--- src/rtl/mem_port_arbiter_pkg.sv ---
// Shared definitions for the main-memory port arbiter and the cache/memory
// models that sit around it.
package mem_port_arbiter_pkg;

  localparam int ADDR_W_DEF   = 28;   // block address (byte address >> 4)
  localparam int LINE_W_DEF   = 128;  // one cache line
  localparam int STARVE_W     = 4;
  localparam logic [STARVE_W-1:0] STARVE_SAT = 4'd15;

  typedef enum logic [1:0] {
    IDLE    = 2'd0,
    I_GRANT = 2'd1,
    D_GRANT = 2'd2,
    RELEASE = 2'd3
  } arb_state_e;

endpackage

--- src/rtl/mem_port_arbiter_starve_counter.sv ---
// Counts data-side completions that happened while an instruction request
// was waiting, and flags when that request must win the next decision.
module arb_starve_counter
  import mem_port_arbiter_pkg::*;
#(
  parameter int STARVE_LIMIT = 4
) (
  input  logic CLK,
  input  logic RESET,
  input  logic inc,
  input  logic clr,
  input  logic i_read,
  output logic starving
);

  localparam logic [STARVE_W-1:0] LIMIT = STARVE_W'(STARVE_LIMIT);

  logic [STARVE_W-1:0] cnt;

  // Saturating count; clear has priority so an I completion always restarts.
  always_ff @(posedge CLK or posedge RESET) begin
    if (RESET)                         cnt <= '0;
    else if (clr)                      cnt <= '0;
    else if (inc && cnt != STARVE_SAT) cnt <= cnt + 1'b1;
  end

  assign starving = i_read && (cnt >= LIMIT);

endmodule

--- src/rtl/mem_port_arbiter.sv ---
// Shares one main-memory port between the I-cache refill path and the
// D-cache refill/write-back path. Each side sees a private-memory busywait.
// Data wins by default; an instruction request that has watched
// STARVE_LIMIT data transactions go by wins the next decision.
module mem_port_arbiter
  import mem_port_arbiter_pkg::*;
#(
  parameter int ADDR_W       = ADDR_W_DEF,
  parameter int LINE_W       = LINE_W_DEF,
  parameter int STARVE_LIMIT = 4
) (
  input  logic              CLK,
  input  logic              RESET,
  input  logic              I_READ,
  input  logic [ADDR_W-1:0] I_ADDRESS,
  output logic [LINE_W-1:0] I_READDATA,
  output logic              I_BUSYWAIT,
  input  logic              D_READ,
  input  logic              D_WRITE,
  input  logic [ADDR_W-1:0] D_ADDRESS,
  input  logic [LINE_W-1:0] D_WRITEDATA,
  output logic [LINE_W-1:0] D_READDATA,
  output logic              D_BUSYWAIT,
  output logic              MEM_READ,
  output logic              MEM_WRITE,
  output logic [ADDR_W-1:0] MEM_ADDRESS,
  output logic [LINE_W-1:0] MEM_WRITEDATA,
  input  logic [LINE_W-1:0] MEM_READDATA,
  input  logic              MEM_BUSYWAIT
);

  arb_state_e        state, state_nxt;
  logic              d_req, i_done, d_done, starving;
  logic [ADDR_W-1:0] addr_q;
  logic [LINE_W-1:0] wdata_q;

  assign d_req  = D_READ | D_WRITE;
  // Completion: a grant state with memory no longer busy.
  assign i_done = (state == I_GRANT) && !MEM_BUSYWAIT;
  assign d_done = (state == D_GRANT) && !MEM_BUSYWAIT;

  assign I_BUSYWAIT = I_READ && !i_done;
  assign D_BUSYWAIT = d_req  && !d_done;

  arb_starve_counter #(.STARVE_LIMIT(STARVE_LIMIT)) u_starve (
    .CLK      (CLK),
    .RESET    (RESET),
    .inc      (d_done && I_READ),
    .clr      (i_done || (state == IDLE && !I_READ)),
    .i_read   (I_READ),
    .starving (starving)
  );

  // State register; async reset drops the strobes at once since they decode state.
  always_ff @(posedge CLK or posedge RESET) begin
    if (RESET) state <= IDLE;
    else       state <= state_nxt;
  end

  // Grant decision, memory-side mux and transaction sequencing.
  always_comb begin
    state_nxt     = state;
    MEM_READ      = 1'b0;
    MEM_WRITE     = 1'b0;
    MEM_ADDRESS   = addr_q;
    MEM_WRITEDATA = wdata_q;
    case (state)
      IDLE: begin
        if (d_req && !starving) state_nxt = D_GRANT;
        else if (I_READ)        state_nxt = I_GRANT;
      end
      I_GRANT: begin
        MEM_READ    = 1'b1;
        MEM_ADDRESS = I_ADDRESS;
        if (!MEM_BUSYWAIT) state_nxt = RELEASE;
      end
      D_GRANT: begin
        // Read and write together is a write-back.
        MEM_WRITE     = D_WRITE;
        MEM_READ      = !D_WRITE;
        MEM_ADDRESS   = D_ADDRESS;
        MEM_WRITEDATA = D_WRITEDATA;
        if (!MEM_BUSYWAIT) state_nxt = RELEASE;
      end
      // One dead cycle so a request still high from the last grant is not re-granted.
      RELEASE: state_nxt = IDLE;
      default: state_nxt = IDLE;
    endcase
  end

  // Address/data hold their last driven value outside grants.
  always_ff @(posedge CLK or posedge RESET) begin
    if (RESET) begin
      addr_q  <= '0;
      wdata_q <= '0;
    end else begin
      addr_q  <= MEM_ADDRESS;
      wdata_q <= MEM_WRITEDATA;
    end
  end

  // Capture read lines for the granted side only at its completion edge.
  always_ff @(posedge CLK or posedge RESET) begin
    if (RESET) begin
      I_READDATA <= '0;
      D_READDATA <= '0;
    end else begin
      if (i_done)             I_READDATA <= MEM_READDATA;
      if (d_done && !D_WRITE) D_READDATA <= MEM_READDATA;
    end
  end

endmodule

--- config.mk ---
export PLATFORM = sky130hd
export DESIGN_NAME = mem_port_arbiter
export DESIGN_NICKNAME = d
export VERILOG_FILES = /design/src/rtl/mem_port_arbiter_pkg.sv /design/src/rtl/mem_port_arbiter_starve_counter.sv /design/src/rtl/mem_port_arbiter.sv
export SDC_FILE = /design/constraint.sdc
export NUM_CORES = 1
export LEC_CHECK = 0
export CAP_MARGIN = 40
export CORE_AREA = 2 2 289 291
export CTS_CLUSTER_SIZE = 16
export DETAILED_ROUTE_END_ITERATION = 12
export DIE_AREA = 0 0 291 293
export PLACE_DENSITY_LB_ADDON = 0.25
export SLEW_MARGIN = 20
export SYNTH_ARGS = -nofsm -noshare
export SYNTH_HDL_FRONTEND = slang
export SYNTH_SLANG_ARGS = --single-unit
--- constraint.sdc ---
create_clock -name CLK -period 20.8 [get_ports CLK]
set_input_delay 6.24 -clock CLK [delete_from_list [all_inputs] [get_ports CLK]]
set_output_delay 6.24 -clock CLK [all_outputs]
set_load 0.05 [all_outputs]
==> impl.org <==
** Run status
- The flow ran to the end, and the final reports show no timing, DRC or antenna violations.

** Detailed routing
- Detailed-routing iteration count for the pre-antenna-repair pass :: 4
- Final wirelength :: 57.9 mm
- In the routed design, unresolved DRC markers number 0.
- In the final routed layout, each cell accounts on average for 18.7 um.
- Post-detailed-route via-to-cell ratio :: 3.94
- First-iteration detailed-routing DRC count :: 351
- Number of vias after detailed routing :: 12200
- Number of routed nets with antenna violations :: 0

** Worst setup path
- Crit path max-delay family :: buffers and inverters
- Crit path cell chain :: clkdlybuf4s50_1 > nand2b_4 > and2_1 > clkdlybuf4s50_1
- The slowest stage of the critical path is the clkdlybuf4s50_1 cell.
- Setup crit start kind :: primary input
- Along the worst path, the maximum fanout reaches 7.
- Category of the worst setup path capture point :: primary output
- Critical setup path kind :: primary input to primary output
- At the worst endpoint, the arrival time is 8.10 ns.
- Buffers & Inverters on Critical Path :: 2
- Critical path's largest stage delay :: 0.83 ns
- STA puts the critical path data required time at 14.56 ns.
- Counting stages on the worst path, the most repeated cell is clkdlybuf4s50_1.

** Placement
- At the end of routability-driven placement, the weighted congestion stood at 0.775.
- Summed over all nets, the half-perimeter wirelength after detailed placement is 42.8 mm.
- Port buffering added 733 buffers.
- In this run the cell area measured after placement is 24600 um2.
- Pre-CTS setup slack :: 6.44 ns

** Timing
- Headroom to the max-slew limit came out at 29.9%.
- Counting I/O delays and the setup requirement, the final critical path takes 14.34 ns.
- Total count of max-transition violations in the final report :: 0
- Final worst path period share :: 69.0%
- Setup TNS :: 0 ns
- Hold Vio Cnt, Final :: 0
- Highest achievable clock rate :: 69.7 MHz
- Slew of the pin with the lowest slew margin :: 1.05 ns
- Setup repair after global routing left no endpoint under its margin.
- Setup violations remaining at the end of the flow were counted as 0.
- After layout, the worst setup slack is 6.46 ns.
- For the final database, setup skew stands at 0.0256 ns.

** Clock tree
- The clock tree synthesis step divided the H-tree into 2 levels.
- Number of clock sinks :: 418
- Total CTS buffers :: 49
- Skew-Pair Late Insertion Delay :: 0.58 ns
- In this run, post-CTS hold repair placed 0 buffers.
- The longest clock path from root to sink contains 3 buffers.
- Gates resized during post-CTS repair numbered 0.
- The tree is rooted in a clkbuf_16.
- TritonCTS built the clock tree.
- Setup repair bufs after CTS :: 0
- After clock tree synthesis, the clock-pin slew on the worst setup and hold paths is 0.06 ns.

** Synth
- Synthesized instance count :: 1256
- Yosys synthesis warning count :: 0
- Dividing the synthesized area by the synthesized cell count gives 12.7 um2.
- Net count after synthesis :: 1579
- Most area-consuming cells after synthesis :: dfrtp_1 66%, mux2_2 18%, nand2_1 9.1%
- The synthesized design contains 418 register bits.
- In this run the biggest area consumer among cell types represents 65.8% of the synthesized area.
- Portion of the post-synthesis area used by sequential elements :: 65.8%
- Dominant cell type by area after synthesis :: dfrtp_1
- In this run the cell area of the synthesized design comes to 15900 um2.
- Count of different cell masters after synthesis :: 29

** Global route
- The total overflow left after global routing is 0.
- Global-route wire length before repair :: 86.2 mm
- Largest net degree at the start of global routing :: 164
- In the global route stage, overall resource usage came out at 13.2%.
- The initial antenna violation count was 4.
- Via count of the first global-routing pass :: 13100

** Finish
- The post-route netlist has 18.4% of its cells at a drive strength greater than 1.
- Commonest non-fill, non-tap cells in the layout :: 733 x clkdlybuf4s50_1, 418 x dfrtp_1, 386 x nand2_1
- Final net count :: 2317
- Non-Filler Cell Area, Final :: 26400 um2
- Growth of design area from synthesis to finish :: 66.2%
- Leading cell type in the layout, fill and taps excluded :: clkdlybuf4s50_1

** Floorplanning
- Initial Util :: 19.4%
- For this design the top-level I/O count stands at 734.
- The core region is 81800 um2.
- Width of the chip :: 291 um
- Die footprint :: 85300 um2
- Die Y :: 293 um
- Total number of placement rows :: 105

** Run
- Max-Cap Viols :: 0

** Hold path
- Type of the tightest min-delay check :: register to register
==> worst reg2reg max path, delay by kind of cell, from the launching register on <==
family	cells	cell delay (ns)
DFF	1	0.39
adders and majority gates	1	0.49
buffers and inverters	4	1.48
and+or+nand+nor	1	0.30
muxes	1	0.43
==> layout make-up <==
class / instances / area (um2)
clock buffers: 70 / 1500
well taps: 1070 / 1340
multi-input cells: 764 / 5100
inverters: 5 / 26.3
diodes: 1 / 2.50
clock inverters: 19 / 309
fillers: 8236 / 55400
flip-flops and latches: 418 / 10500
repair buffers: 756 / 7700
==> registers in the layout, indices dropped and copies added (netlist names) <==
name and flops:
I_READDATA 128, D_READDATA 128, addr_q 28, wdata_q 128, state 2, u_starve.cnt 4
==> layer usage <==
layer | vias up | track usage, % | routed length, um
li1 | 5645 | - | -
met1 | 5999 | 14.4 | 21700
met2 | 476 | 23.3 | 29300
met5 | - | 0 | 36
met3 | 94 | 5.11 | 5130
met4 | 6 | 4.36 | 1750
==> logic make-up (layout without fill, tap and decap cells) <==
logic type / after synthesis / in the layout / synth area share (%)
adder cells (fa/ha/maj): 5 / 5 / 0.393
multiplexers: 258 / 258 / 18.3
AO/OA/AOI/OAI: 70 / 70 / 2.72
other: 0 / 1 / 0
flip-flops: 418 / 418 / 65.8
AND/OR/NAND/NOR: 431 / 431 / 10.5
buffers and inverters: 74 / 850 / 2.38
==> path summary, 6_finish.rpt <==
| kind | slack, ns | startpoint | cells after the start | to |
|---|---|---|---|---|
| worst max-delay path | 6.46 | MEM_BUSYWAIT | 4 | I_BUSYWAIT |
| worst min-delay path | 0.47 | I_READDATA[60] | 2 | I_READDATA[60] |
| worst max register to register | 17.60 | state[0] | 7 | D_READDATA[104] |
| max in group asynchronous | 12.91 | RESET | 5 | addr_q[1] |
| worst min register to register | 0.47 | I_READDATA[60] | 2 | I_READDATA[60] |
| min in group asynchronous | 6.07 | RESET | 2 | wdata_q[74] |
==> Yosys cell counts <==
| cell type | instances |
|---|---|
| a21boi_0 | 1 |
| nand2b_1 | 2 |
| and2_1 | 2 |
| buf_1 | 4 |
| nor2_1 | 29 |
| mux2i_1 | 1 |
| or3_1 | 3 |
| o21ai_0 | 4 |
| buf_4 | 10 |
| o21a_1 | 1 |
| nand3_1 | 1 |
| buf_6 | 2 |
| nor3b_2 | 1 |
| dfrtp_1 | 418 |
| nand3b_1 | 1 |
| a22oi_1 | 28 |
| ha_1 | 5 |
| o31ai_1 | 2 |
| nand2_1 | 386 |
| nor2b_1 | 3 |
| a21oi_1 | 32 |
| buf_2 | 38 |
| or3b_2 | 1 |
| mux2_2 | 257 |
| inv_1 | 5 |
| or2_2 | 1 |
| clkbuf_1 | 15 |
| a31oi_1 | 2 |
| and3_1 | 1 |
==> stage by stage <==
step / hold WS (ns) / std cells / utilization [%]
floorplan: 0.509 / 1256 / -
global placement: 0.458 / 3002 / 29.8
detailed placement: 0.462 / 3010 / 30.0
CTS: 0.477 / 3099 / 32.2
global route: 0.495 / 3103 / 32.3
finish: 0.473 / 3103 / 32.3
Power is left out: the tool's default activity adds up to more than one toggle a clock period on the data nets, which glitch-free logic cannot reach.
